$ cat src/rtl/mc_control_fsm_if.sv
// Control bus between the multicycle MIPS control FSM and the datapath.
// The master side is the controller; the slave side is the datapath/IR.
interface mc_control_fsm_if #(
  parameter int CNT_W = 32
);
  logic [5:0]       op;
  logic             mem_ready;
  logic             pcwrite;
  logic             branch;
  logic [1:0]       pcsrc;
  logic             iord;
  logic             memread;
  logic             memwrite;
  logic             irwrite;
  logic             regdst;
  logic             memtoreg;
  logic             regwrite;
  logic             alusrca;
  logic [1:0]       alusrcb;
  logic [1:0]       aluop;
  logic             ext_sign;
  logic             illegal_op;
  logic             mem_timeout;
  logic [CNT_W-1:0] retired;
  logic [3:0]       state_dbg;

  modport master (
    input  op, mem_ready,
    output pcwrite, branch, pcsrc, iord, memread, memwrite, irwrite,
           regdst, memtoreg, regwrite, alusrca, alusrcb, aluop, ext_sign,
           illegal_op, mem_timeout, retired, state_dbg
  );

  modport slave (
    output op, mem_ready,
    input  pcwrite, branch, pcsrc, iord, memread, memwrite, irwrite,
           regdst, memtoreg, regwrite, alusrca, alusrcb, aluop, ext_sign,
           illegal_op, mem_timeout, retired, state_dbg
  );
endinterface

$ cat src/rtl/mc_control_fsm.sv
// Multicycle MIPS control unit: steps each instruction through the shared
// single-ALU datapath, stalls on mem_ready and traps bad opcodes/timeouts.
//
// state  | meaning
// FETCH  | read instruction at PC, PC+4 on mem_ready
// DECODE | branch target precompute, dispatch on op
// MEMADR | base + sign-extended offset
// MEMRD  | load data read, waits for mem_ready
// MEMWB  | MDR -> rt
// MEMWR  | store data write, waits for mem_ready
// RTEX   | R-type ALU op by funct
// RTWB   | ALUOut -> rd
// BEQEX  | compare, conditional PC load
// IMMEX  | immediate ALU op
// IMMWB  | ALUOut -> rt
// JEX    | jump target -> PC
// ERROR  | trapped, idle until reset
module mc_control_fsm #(
  parameter int MEM_TIMEOUT = 16,
  parameter int CNT_W       = 32
) (
  input  logic            clk,
  input  logic            reset,
  mc_control_fsm_if.master bus
);
  localparam logic [5:0] OP_R    = 6'b000000;
  localparam logic [5:0] OP_J    = 6'b000010;
  localparam logic [5:0] OP_BEQ  = 6'b000100;
  localparam logic [5:0] OP_ADDI = 6'b001000;
  localparam logic [5:0] OP_ANDI = 6'b001100;
  localparam logic [5:0] OP_ORI  = 6'b001101;
  localparam logic [5:0] OP_LW   = 6'b100011;
  localparam logic [5:0] OP_SW   = 6'b101011;

  localparam int WAIT_W = (MEM_TIMEOUT > 2) ? $clog2(MEM_TIMEOUT) : 1;
  localparam logic [WAIT_W-1:0] TO_LAST =
    WAIT_W'((MEM_TIMEOUT > 0) ? MEM_TIMEOUT - 1 : 0);

  typedef enum logic [3:0] {
    S_FETCH  = 4'd0,  S_DECODE = 4'd1,  S_MEMADR = 4'd2,  S_MEMRD = 4'd3,
    S_MEMWB  = 4'd4,  S_MEMWR  = 4'd5,  S_RTEX   = 4'd6,  S_RTWB  = 4'd7,
    S_BEQEX  = 4'd8,  S_IMMEX  = 4'd9,  S_IMMWB  = 4'd10, S_JEX   = 4'd11,
    S_ERROR  = 4'd12
  } state_t;

  state_t             state;
  logic [WAIT_W-1:0]  wait_cnt;
  logic [CNT_W-1:0]   retired_q;
  logic               illegal_q;
  logic               timeout_q;
  logic               mem_state;
  logic               timeout_hit;
  logic               logic_imm;

  assign mem_state   = (state == S_FETCH) || (state == S_MEMRD) || (state == S_MEMWR);
  assign timeout_hit = (MEM_TIMEOUT != 0) && mem_state && !bus.mem_ready &&
                       (wait_cnt == TO_LAST);
  assign logic_imm   = (bus.op == OP_ANDI) || (bus.op == OP_ORI);

  always_ff @(posedge clk or posedge reset) begin
    if (reset) begin
      state     <= S_FETCH;
      wait_cnt  <= '0;
      retired_q <= '0;
      illegal_q <= 1'b0;
      timeout_q <= 1'b0;
    end else begin
      // non-memory states hold the counter at zero, so every memory state starts fresh
      if (mem_state && !bus.mem_ready) wait_cnt <= wait_cnt + 1'b1;
      else                             wait_cnt <= '0;

      case (state)
        S_FETCH: begin
          if (timeout_hit) begin
            state     <= S_ERROR;
            timeout_q <= 1'b1;
          end else if (bus.mem_ready) state <= S_DECODE;
        end
        S_DECODE: begin
          case (bus.op)
            OP_LW, OP_SW:              state <= S_MEMADR;
            OP_R:                      state <= S_RTEX;
            OP_BEQ:                    state <= S_BEQEX;
            OP_ADDI, OP_ANDI, OP_ORI:  state <= S_IMMEX;
            OP_J:                      state <= S_JEX;
            default: begin
              state     <= S_ERROR;
              illegal_q <= 1'b1;
            end
          endcase
        end
        S_MEMADR: state <= (bus.op == OP_LW) ? S_MEMRD : S_MEMWR;
        S_MEMRD: begin
          if (timeout_hit) begin
            state     <= S_ERROR;
            timeout_q <= 1'b1;
          end else if (bus.mem_ready) state <= S_MEMWB;
        end
        S_MEMWR: begin
          if (timeout_hit) begin
            state     <= S_ERROR;
            timeout_q <= 1'b1;
          end else if (bus.mem_ready) begin
            state     <= S_FETCH;
            retired_q <= retired_q + 1'b1;
          end
        end
        S_RTEX:  state <= S_RTWB;
        S_IMMEX: state <= S_IMMWB;
        S_MEMWB, S_RTWB, S_BEQEX, S_IMMWB, S_JEX: begin
          state     <= S_FETCH;
          retired_q <= retired_q + 1'b1;
        end
        S_ERROR: state <= S_ERROR;
        default: state <= S_FETCH;
      endcase
    end
  end

  always_comb begin
    bus.pcwrite  = 1'b0;
    bus.branch   = 1'b0;
    bus.pcsrc    = 2'b00;
    bus.iord     = 1'b0;
    bus.memread  = 1'b0;
    bus.memwrite = 1'b0;
    bus.irwrite  = 1'b0;
    bus.regdst   = 1'b0;
    bus.memtoreg = 1'b0;
    bus.regwrite = 1'b0;
    bus.alusrca  = 1'b0;
    bus.alusrcb  = 2'b00;
    bus.aluop    = 2'b00;
    bus.ext_sign = 1'b1;
    case (state)
      S_FETCH: begin
        bus.memread = 1'b1;
        bus.alusrcb = 2'b01;
        // the only Mealy terms; gated so reset shows a clean FETCH
        bus.irwrite = bus.mem_ready && !reset;
        bus.pcwrite = bus.mem_ready && !reset;
      end
      S_DECODE: bus.alusrcb = 2'b11;
      S_MEMADR: begin
        bus.alusrca = 1'b1;
        bus.alusrcb = 2'b10;
      end
      S_MEMRD: begin
        bus.iord    = 1'b1;
        bus.memread = 1'b1;
      end
      S_MEMWB: begin
        bus.memtoreg = 1'b1;
        bus.regwrite = 1'b1;
      end
      S_MEMWR: begin
        bus.iord     = 1'b1;
        bus.memwrite = 1'b1;
      end
      S_RTEX: begin
        bus.alusrca = 1'b1;
        bus.aluop   = 2'b10;
      end
      S_RTWB: begin
        bus.regdst   = 1'b1;
        bus.regwrite = 1'b1;
      end
      S_BEQEX: begin
        bus.alusrca = 1'b1;
        bus.aluop   = 2'b01;
        bus.pcsrc   = 2'b01;
        bus.branch  = 1'b1;
      end
      S_IMMEX: begin
        bus.alusrca  = 1'b1;
        bus.alusrcb  = 2'b10;
        bus.aluop    = logic_imm ? 2'b11 : 2'b00;
        bus.ext_sign = !logic_imm;
      end
      S_IMMWB: begin
        bus.regwrite = 1'b1;
        bus.ext_sign = !logic_imm;
      end
      S_JEX: begin
        bus.pcsrc   = 2'b10;
        bus.pcwrite = 1'b1;
      end
      default: ;
    endcase
  end

  assign bus.retired     = retired_q;
  assign bus.illegal_op  = illegal_q;
  assign bus.mem_timeout = timeout_q;
  assign bus.state_dbg   = state;
endmodule
$ cat src/flat_wrapper.sv
// flat-port wrapper written by rule: the top's interface ports become plain ports
module mc_control_fsm_flat 
#(
  parameter int MEM_TIMEOUT = 16,
  parameter int CNT_W       = 32
)
  (clk, reset, bus_op, bus_mem_ready, bus_pcwrite, bus_branch, bus_pcsrc, bus_iord, bus_memread, bus_memwrite, bus_irwrite, bus_regdst, bus_memtoreg, bus_regwrite, bus_alusrca, bus_alusrcb, bus_aluop, bus_ext_sign, bus_illegal_op, bus_mem_timeout, bus_retired, bus_state_dbg);
  mc_control_fsm_if #(.CNT_W(CNT_W)) bus_i ();
  input  logic clk;
  input  logic reset;
  input wire logic [$bits(bus_i.op)-1:0] bus_op;
  input wire logic [$bits(bus_i.mem_ready)-1:0] bus_mem_ready;
  output wire logic [$bits(bus_i.pcwrite)-1:0] bus_pcwrite;
  output wire logic [$bits(bus_i.branch)-1:0] bus_branch;
  output wire logic [$bits(bus_i.pcsrc)-1:0] bus_pcsrc;
  output wire logic [$bits(bus_i.iord)-1:0] bus_iord;
  output wire logic [$bits(bus_i.memread)-1:0] bus_memread;
  output wire logic [$bits(bus_i.memwrite)-1:0] bus_memwrite;
  output wire logic [$bits(bus_i.irwrite)-1:0] bus_irwrite;
  output wire logic [$bits(bus_i.regdst)-1:0] bus_regdst;
  output wire logic [$bits(bus_i.memtoreg)-1:0] bus_memtoreg;
  output wire logic [$bits(bus_i.regwrite)-1:0] bus_regwrite;
  output wire logic [$bits(bus_i.alusrca)-1:0] bus_alusrca;
  output wire logic [$bits(bus_i.alusrcb)-1:0] bus_alusrcb;
  output wire logic [$bits(bus_i.aluop)-1:0] bus_aluop;
  output wire logic [$bits(bus_i.ext_sign)-1:0] bus_ext_sign;
  output wire logic [$bits(bus_i.illegal_op)-1:0] bus_illegal_op;
  output wire logic [$bits(bus_i.mem_timeout)-1:0] bus_mem_timeout;
  output wire logic [$bits(bus_i.retired)-1:0] bus_retired;
  output wire logic [$bits(bus_i.state_dbg)-1:0] bus_state_dbg;
  assign bus_i.op = bus_op;
  assign bus_i.mem_ready = bus_mem_ready;
  assign bus_pcwrite = bus_i.pcwrite;
  assign bus_branch = bus_i.branch;
  assign bus_pcsrc = bus_i.pcsrc;
  assign bus_iord = bus_i.iord;
  assign bus_memread = bus_i.memread;
  assign bus_memwrite = bus_i.memwrite;
  assign bus_irwrite = bus_i.irwrite;
  assign bus_regdst = bus_i.regdst;
  assign bus_memtoreg = bus_i.memtoreg;
  assign bus_regwrite = bus_i.regwrite;
  assign bus_alusrca = bus_i.alusrca;
  assign bus_alusrcb = bus_i.alusrcb;
  assign bus_aluop = bus_i.aluop;
  assign bus_ext_sign = bus_i.ext_sign;
  assign bus_illegal_op = bus_i.illegal_op;
  assign bus_mem_timeout = bus_i.mem_timeout;
  assign bus_retired = bus_i.retired;
  assign bus_state_dbg = bus_i.state_dbg;
  mc_control_fsm #(.MEM_TIMEOUT(MEM_TIMEOUT), .CNT_W(CNT_W)) u_core (.clk(clk), .reset(reset), .bus(bus_i));
endmodule
$ cat config.mk
export PLATFORM = sky130hd
export DESIGN_NAME = mc_control_fsm_flat
export DESIGN_NICKNAME = d
export VERILOG_FILES = /design/src/rtl/mc_control_fsm_if.sv /design/src/rtl/mc_control_fsm.sv /design/src/flat_wrapper.sv
export SDC_FILE = /design/constraint.sdc
export NUM_CORES = 1
export LEC_CHECK = 0
export BUFFER_PORTS_ARGS = -buffer_cell sky130_fd_sc_hd__buf_2
export CORE_MARGIN = 2
export CORE_UTILIZATION = 25
export DETAILED_ROUTE_END_ITERATION = 16
export HOLD_SLACK_MARGIN = 0.08
export SYNTH_ARGS = -nofsm -noshare
export SYNTH_HDL_FRONTEND = slang
export SYNTH_SLANG_ARGS = --single-unit
$ cat constraint.sdc
create_clock -name clk -period 2.7 [get_ports clk]
set_input_delay 0.135 -clock clk [delete_from_list [all_inputs] [get_ports clk]]
set_output_delay 0.135 -clock clk [all_outputs]
set_load 0.05 [all_outputs]
# ---- Word-level counts from Yosys, hierarchy flattened
# Cells that the tools add are included.
dict set report word_totals {
  register_bits 42
  input_bits 9
  output_inout_bits 55
  word_cells 88
}
dict set report classes {
  add_sub_neg 2
  eq_ne 25
  n_mux 28
  n_bitwise 1
  n_reduce_logical 27
}
# cell n
set op_table {}
lappend op_table {{2-to-1 mux 32 bit} 2}
lappend op_table {{one-hot mux 32 bit (2 select lines)} 1}
lappend op_table {{adder 32 x 1 -> 32 bit (second input constant)} 1}
lappend op_table {{one-hot mux 4 bit (8 select lines)} 1}
lappend op_table {{2-to-1 mux 4 bit} 7}
lappend op_table {{equality test 4 bit (second input constant)} 6}
lappend op_table {{one-hot mux 4 bit (5 select lines)} 1}
lappend op_table {{equality test 6 x 4 -> 1 bit (second input constant)} 3}
lappend op_table {{equality test 4 x 3 -> 1 bit (second input constant)} 4}
lappend op_table {{equality test 6 bit (second input constant)} 2}
lappend op_table {{one-hot mux 2 bit (3 select lines)} 2}
lappend op_table {{2-to-1 mux 1 bit} 10}
lappend op_table {{OR reduction 2 bit} 5}
lappend op_table {{inequality test 3 x 2 -> 1 bit (second input constant)} 3}
lappend op_table {{OR reduction 3 bit} 3}
lappend op_table {{equality test 4 x 2 -> 1 bit (second input constant)} 2}
lappend op_table {{OR reduction 8 bit} 1}
lappend op_table {{equality test 6 x 2 -> 1 bit (second input constant)} 1}
lappend op_table {{equality test 6 x 3 -> 1 bit (second input constant)} 1}
lappend op_table {{logical NOT 6 bit} 1}
lappend op_table {{AND reduction 3 bit} 2}
lappend op_table {{OR reduction 5 bit} 1}
lappend op_table {{adder 4 x 1 -> 4 bit (second input constant)} 1}
lappend op_table {{equality test 4 x 1 -> 1 bit (second input constant)} 1}
lappend op_table {{other kinds (13)} 21}

# ---- Logic depth before layout (Yosys ltp)
dict set report depth {
  ltp_word 7
  depth_mapped 7
  depth_no_buf 6
}

# ---- Worst setup path before layout
# Ideal clock, no wire load.
dict set report synth_path {
  path_kind {register to output}
  from {reg u_core.state[3], in the netlist u_core.bus.state_dbg[3]}
  to {out bus_pcsrc[0]}
  arrival_ns 2.700
  required_time_ns 2.565
  setup_slack_ns -0.135
  path_stages_with_launch 6
  path_buffers 3
  cell_sequence {dfrtp_1 -> buf_2 -> buf_2 -> nand2b_1 -> nor3_1 -> buf_4}
}
dict set report synth_via {
  elab_chain_len 2
  elab_cells_between_ends 3
  cone_classes {2 x eq/ne; 1 x mux}
}
# item line_no
set synth_lines {}
lappend synth_lines {{start: declaration} mc_control_fsm.sv:46} ;# state_t state;
lappend synth_lines {{start signal: assignment} mc_control_fsm.sv:92} ;# S_MEMADR: state <= (bus.op == OP_LW) ? S_MEMRD : S_MEMWR;
lappend synth_lines {{equality test 4 bit} mc_control_fsm.sv:135} ;# case (state)
lappend synth_lines {{one-hot mux 2 bit (2 select lines) *} mc_control_fsm.sv:135}
lappend synth_lines {{end: declaration} flat_wrapper.sv:15} ;# output wire logic [$bits(bus_i.pcsrc)-1:0] bus_pcsrc;
# Mark *: on every way between the ends. The rest lies on a longest branch, timed or not.

# ---- Final worst setup path
dict set report layout_path {
  from {reg u_core.state[0], in the netlist u_core.bus.state_dbg[0]}
  to {out bus_pcwrite}
}
dict set report layout_via {
  elab_chain_len 2
  elab_cells_between_ends 3
  cone_classes {1 x eq/ne; 1 x mux; 1 x reduce/logical}
}
# item line_no
set layout_lines {}
lappend layout_lines {{equality test 4 bit or logical NOT 4 bit (tied branches)} mc_control_fsm.sv:135}
lappend layout_lines {{one-hot mux 1 bit (2 select lines) *} mc_control_fsm.sv:135}
lappend layout_lines {{end: declaration} flat_wrapper.sv:13} ;# output wire logic [$bits(bus_i.pcwrite)-1:0] bus_pcwrite;
# Marked as above.

==> results.json <==
{
  "netlist_area_um2": 2380,
  "worstReg2RegEnd": "u_core.bus.retired[14]",
  "tns_ns": 0,
  "skew_ns": 0.0103,
  "crit_type": "reg2out",
  "layout_commonest_cell": "buf_2",
  "p_leak_uw": 0.00145,
  "startpoint_type": "flop",
  "avgSynthCellArea_um2": 10.2,
  "critPathMaxFanout": 10,
  "synthesis.instances": 233,
  "pwr-share-clk_pct": 15.5,
  "drc": 0,
  "clockBufferDepth": 2,
  "antenna_found_initial": 0,
  "reg2reg_depth": 5,
  "synth_compound_area_share_pct": 9.04,
  "diodes": 0,
  "hp-class": "in2reg",
  "firstDrtPassIters": 4,
  "p_seq_share_pct": 33.0,
  "synth.yosys.seq_area_share_pct": 44.1,
  "power.density_nw_per_um2": 910,
  "intPower_uw": 1290,
  "required_ns": 2.57,
  "grt_pass1_vias": 1849,
  "period_minus_slack_ns": 2.21,
  "fin_hold_ws_ns": 0.186,
  "synthMuxAreaShare_pct": 0.946,
  "core-area_um2": 9240,
  "dieArea_um2": 10300,
  "tritoncts.num_buffers": 5,
  "final_area_um2": 2910,
  "synth_seq_cells": 42,
  "synthAdderAreaFrac_pct": 1.47,
  "end_kind": "primary output",
  "routed_wl_um": 5430,
  "hold_depth": 3,
  "layout_common_cells": "buf_2, dfrtp_1, xnor2_1",
  "synth_cell_types": 54,
  "switching_power_uw": 1370,
  "grt_setup_unrepaired": "false",
  "clockRootBuffer": "clkbuf_8",
  "rows": 35,
  "instances_no_fill": 425,
  "setup_viol": 0,
  "grt_max_degree": 43,
  "yosysWarnings": 0,
  "cts_resized": 0,
  "period_share_pct": 81.7,
  "dp_cells": 416,
  "die_h_um": 102,
  "grt_usage_pct": 10.9,
  "hpwl_um": 4020,
  "placed_cell_area_um2": 2810,
  "slew_viol_final": 0,
  "drv_cap": 0,
  "initialDrtViolationCount": 123,
  "portBuffers": 63,
  "outcome": "finished clean",
  "cts_tree": "built",
  "cts.htree.levels": 2,
  "min_from": "bus_mem_ready",
  "fin_util_pct": 31.5,
  "syn2layout_area_growth_pct": 22.4,
  "syn-num-nets": 244,
  "vias_per_cell": 4.54,
  "reg2reg_slack_ns": 0.70,
  "tightestPinTransition_ns": 0.581,
  "die_w_um": 102,
  "p_comb_share_pct": 51.5,
  "arrival_ns": 2.07,
  "ir_worst_vdd_v": 0.000490,
  "clk-insertion-delay-late_ns": 0.30,
  "drive_gt1_share_pct": 32.1,
  "gp_congestion": 0.789,
  "wl_per_cell_um": 12.8,
  "swShare_pct": 51.5,
  "hold_path_end": "u_core.bus.state_dbg[2]",
  "relSlewSlack_pct": 61.3,
  "grt_first_pass_wirelength_um": 9100,
  "nNetsFinal": 306,
  "synth-xor-area-share_pct": 12.8,
  "reg2reg_from": "u_core.bus.state_dbg[3]",
  "drtAntennaViolNets": 0,
  "clk_pin_slew_worst_paths_ns": 0.09,
  "grt.overflow.total": 0,
  "synth_top_family_by_area": "simple AND/OR/NAND/NOR gates",
  "start_util_pct": 25.8,
  "io_pins": 64,
  "yosys.area_share.simple_pct": 27.6,
  "cts.sinks": 42,
  "hold_violations": 0,
  "max_clock_freq_mhz": 453,
  "vias": 1931
}
cell families after synthesis:
kind of cell	after synthesis
and+or+nand+nor	106
DFF	42
xor gates and xnor gates	34
AOI/OAI and AO/OA	29
buffers and inverters	17
adders and majority gates	3
muxes	2
layer usage:
layer / up-vias / global-route usage [%] / share of wire, %
met5: - / 0 / 0
met4: 0 / 2.18 / 0.74
met3: 4 / 3.31 / 5.1
met2: 32 / 16.6 / 47
met1: 943 / 15.4 / 47
li1: 952 / - / -
synthesized netlist by cell type, drive strengths merged:
master	instances	share of area, %
and2	2	0.53
dfrtp	42	44
nand3	10	2.1
ha	2	1.1
nand2b	11	3.5
and4	7	2.7
xnor2	21	7.7
a211o	1	0.37
or2	3	0.79
a21oi	6	1.4
o21ai	3	0.79
or3	5	1.3
o31a	1	0.37
nand4	8	2.7
o211ai	1	0.32
nor3b	1	0.32
buf	11	3.0
o2111ai	1	0.63
or3b	1	0.37
o22ai	4	1.1
and3b	1	0.37
nand3b	1	0.32
o31ai	1	0.32
nor2b	1	0.26
mux2	2	0.95
nor2	18	2.8
nand2	14	2.2
clkbuf	2	0.32
xor2	13	5.1
a31o	1	0.37
o32ai	3	1.1
and3	10	2.9
inv	4	0.63
a31oi	1	0.26
o2bb2ai	1	0.37
o211a	1	0.42
nor4b	3	1.1
nor4	2	1.2
a211oi	4	1.3
nor3	8	2.2
maj3	1	0.42
area by class of cell:
type | instances | area (um^2)
clock buffers | 5 | 68.8
clock inverters | 3 | 21.3
fillers | 986 | 6330
inverters | 4 | 15.0
multi-input cells | 174 | 1240
flip-flops and latches | 42 | 1050
well taps | 129 | 161
repair buffers | 68 | 355
metrics by stage:
stage                     setup WS [ns]  total power [uW]
after floorplan                  0.0636              2000
after global placement            0.759              2250
after detailed placement          0.663              2260
after CTS                         0.479              2690
after global routing              0.345              2830
final                             0.494              2650
registers in the layout, indices dropped and copies added, names as in the netlist:
| register | cells |
|---|---|
| u_core.bus.illegal_op | 1 |
| u_core.bus.mem_timeout | 1 |
| u_core.bus.retired | 32 |
| u_core.bus.state_dbg | 4 |
| u_core.wait_cnt | 4 |
how the worst max path moves through the flow:
stage | from | endpoint | slack, ns
final | u_core.bus.state_dbg[0] | bus_pcwrite | 0.49
after global routing | u_core.bus.state_dbg[3] | bus_regwrite | 0.34
after CTS | u_core.bus.state_dbg[0] | bus_pcwrite | 0.48
after detailed placement | u_core.bus.state_dbg[3] | u_core.bus.retired[14] | 0.66
after global placement | u_core.bus.state_dbg[3] | u_core.bus.retired[14] | 0.76
after floorplan | u_core.bus.state_dbg[3] | bus_aluop[1] | 0.06
power groups by stage:
stage / registers [uW] / logic [uW] / clock network [uW]
floorplan: 1020 / 980 / 0
global placement: 881 / 1370 / 0
detailed placement: 886 / 1380 / 0
CTS: 875 / 1380 / 432
global route: 896 / 1470 / 465
finish: 875 / 1370 / 412
critical path, stage by stage (launching register included):
cell and delay, ns:
dfrtp_1 0.51, buf_4 0.23, nor4_1 0.42, and3_1 0.26, or2_2 0.11, buf_2 0.24
what timing repair did:
| item | in CTS | in global routing |
|---|---|---|
| hold endpoints to repair | 42 | 0 |
| buffers inserted | 0 | 0 |
| hold buffers | 1 | 0 |
Power figures use the tool's default switching activity.
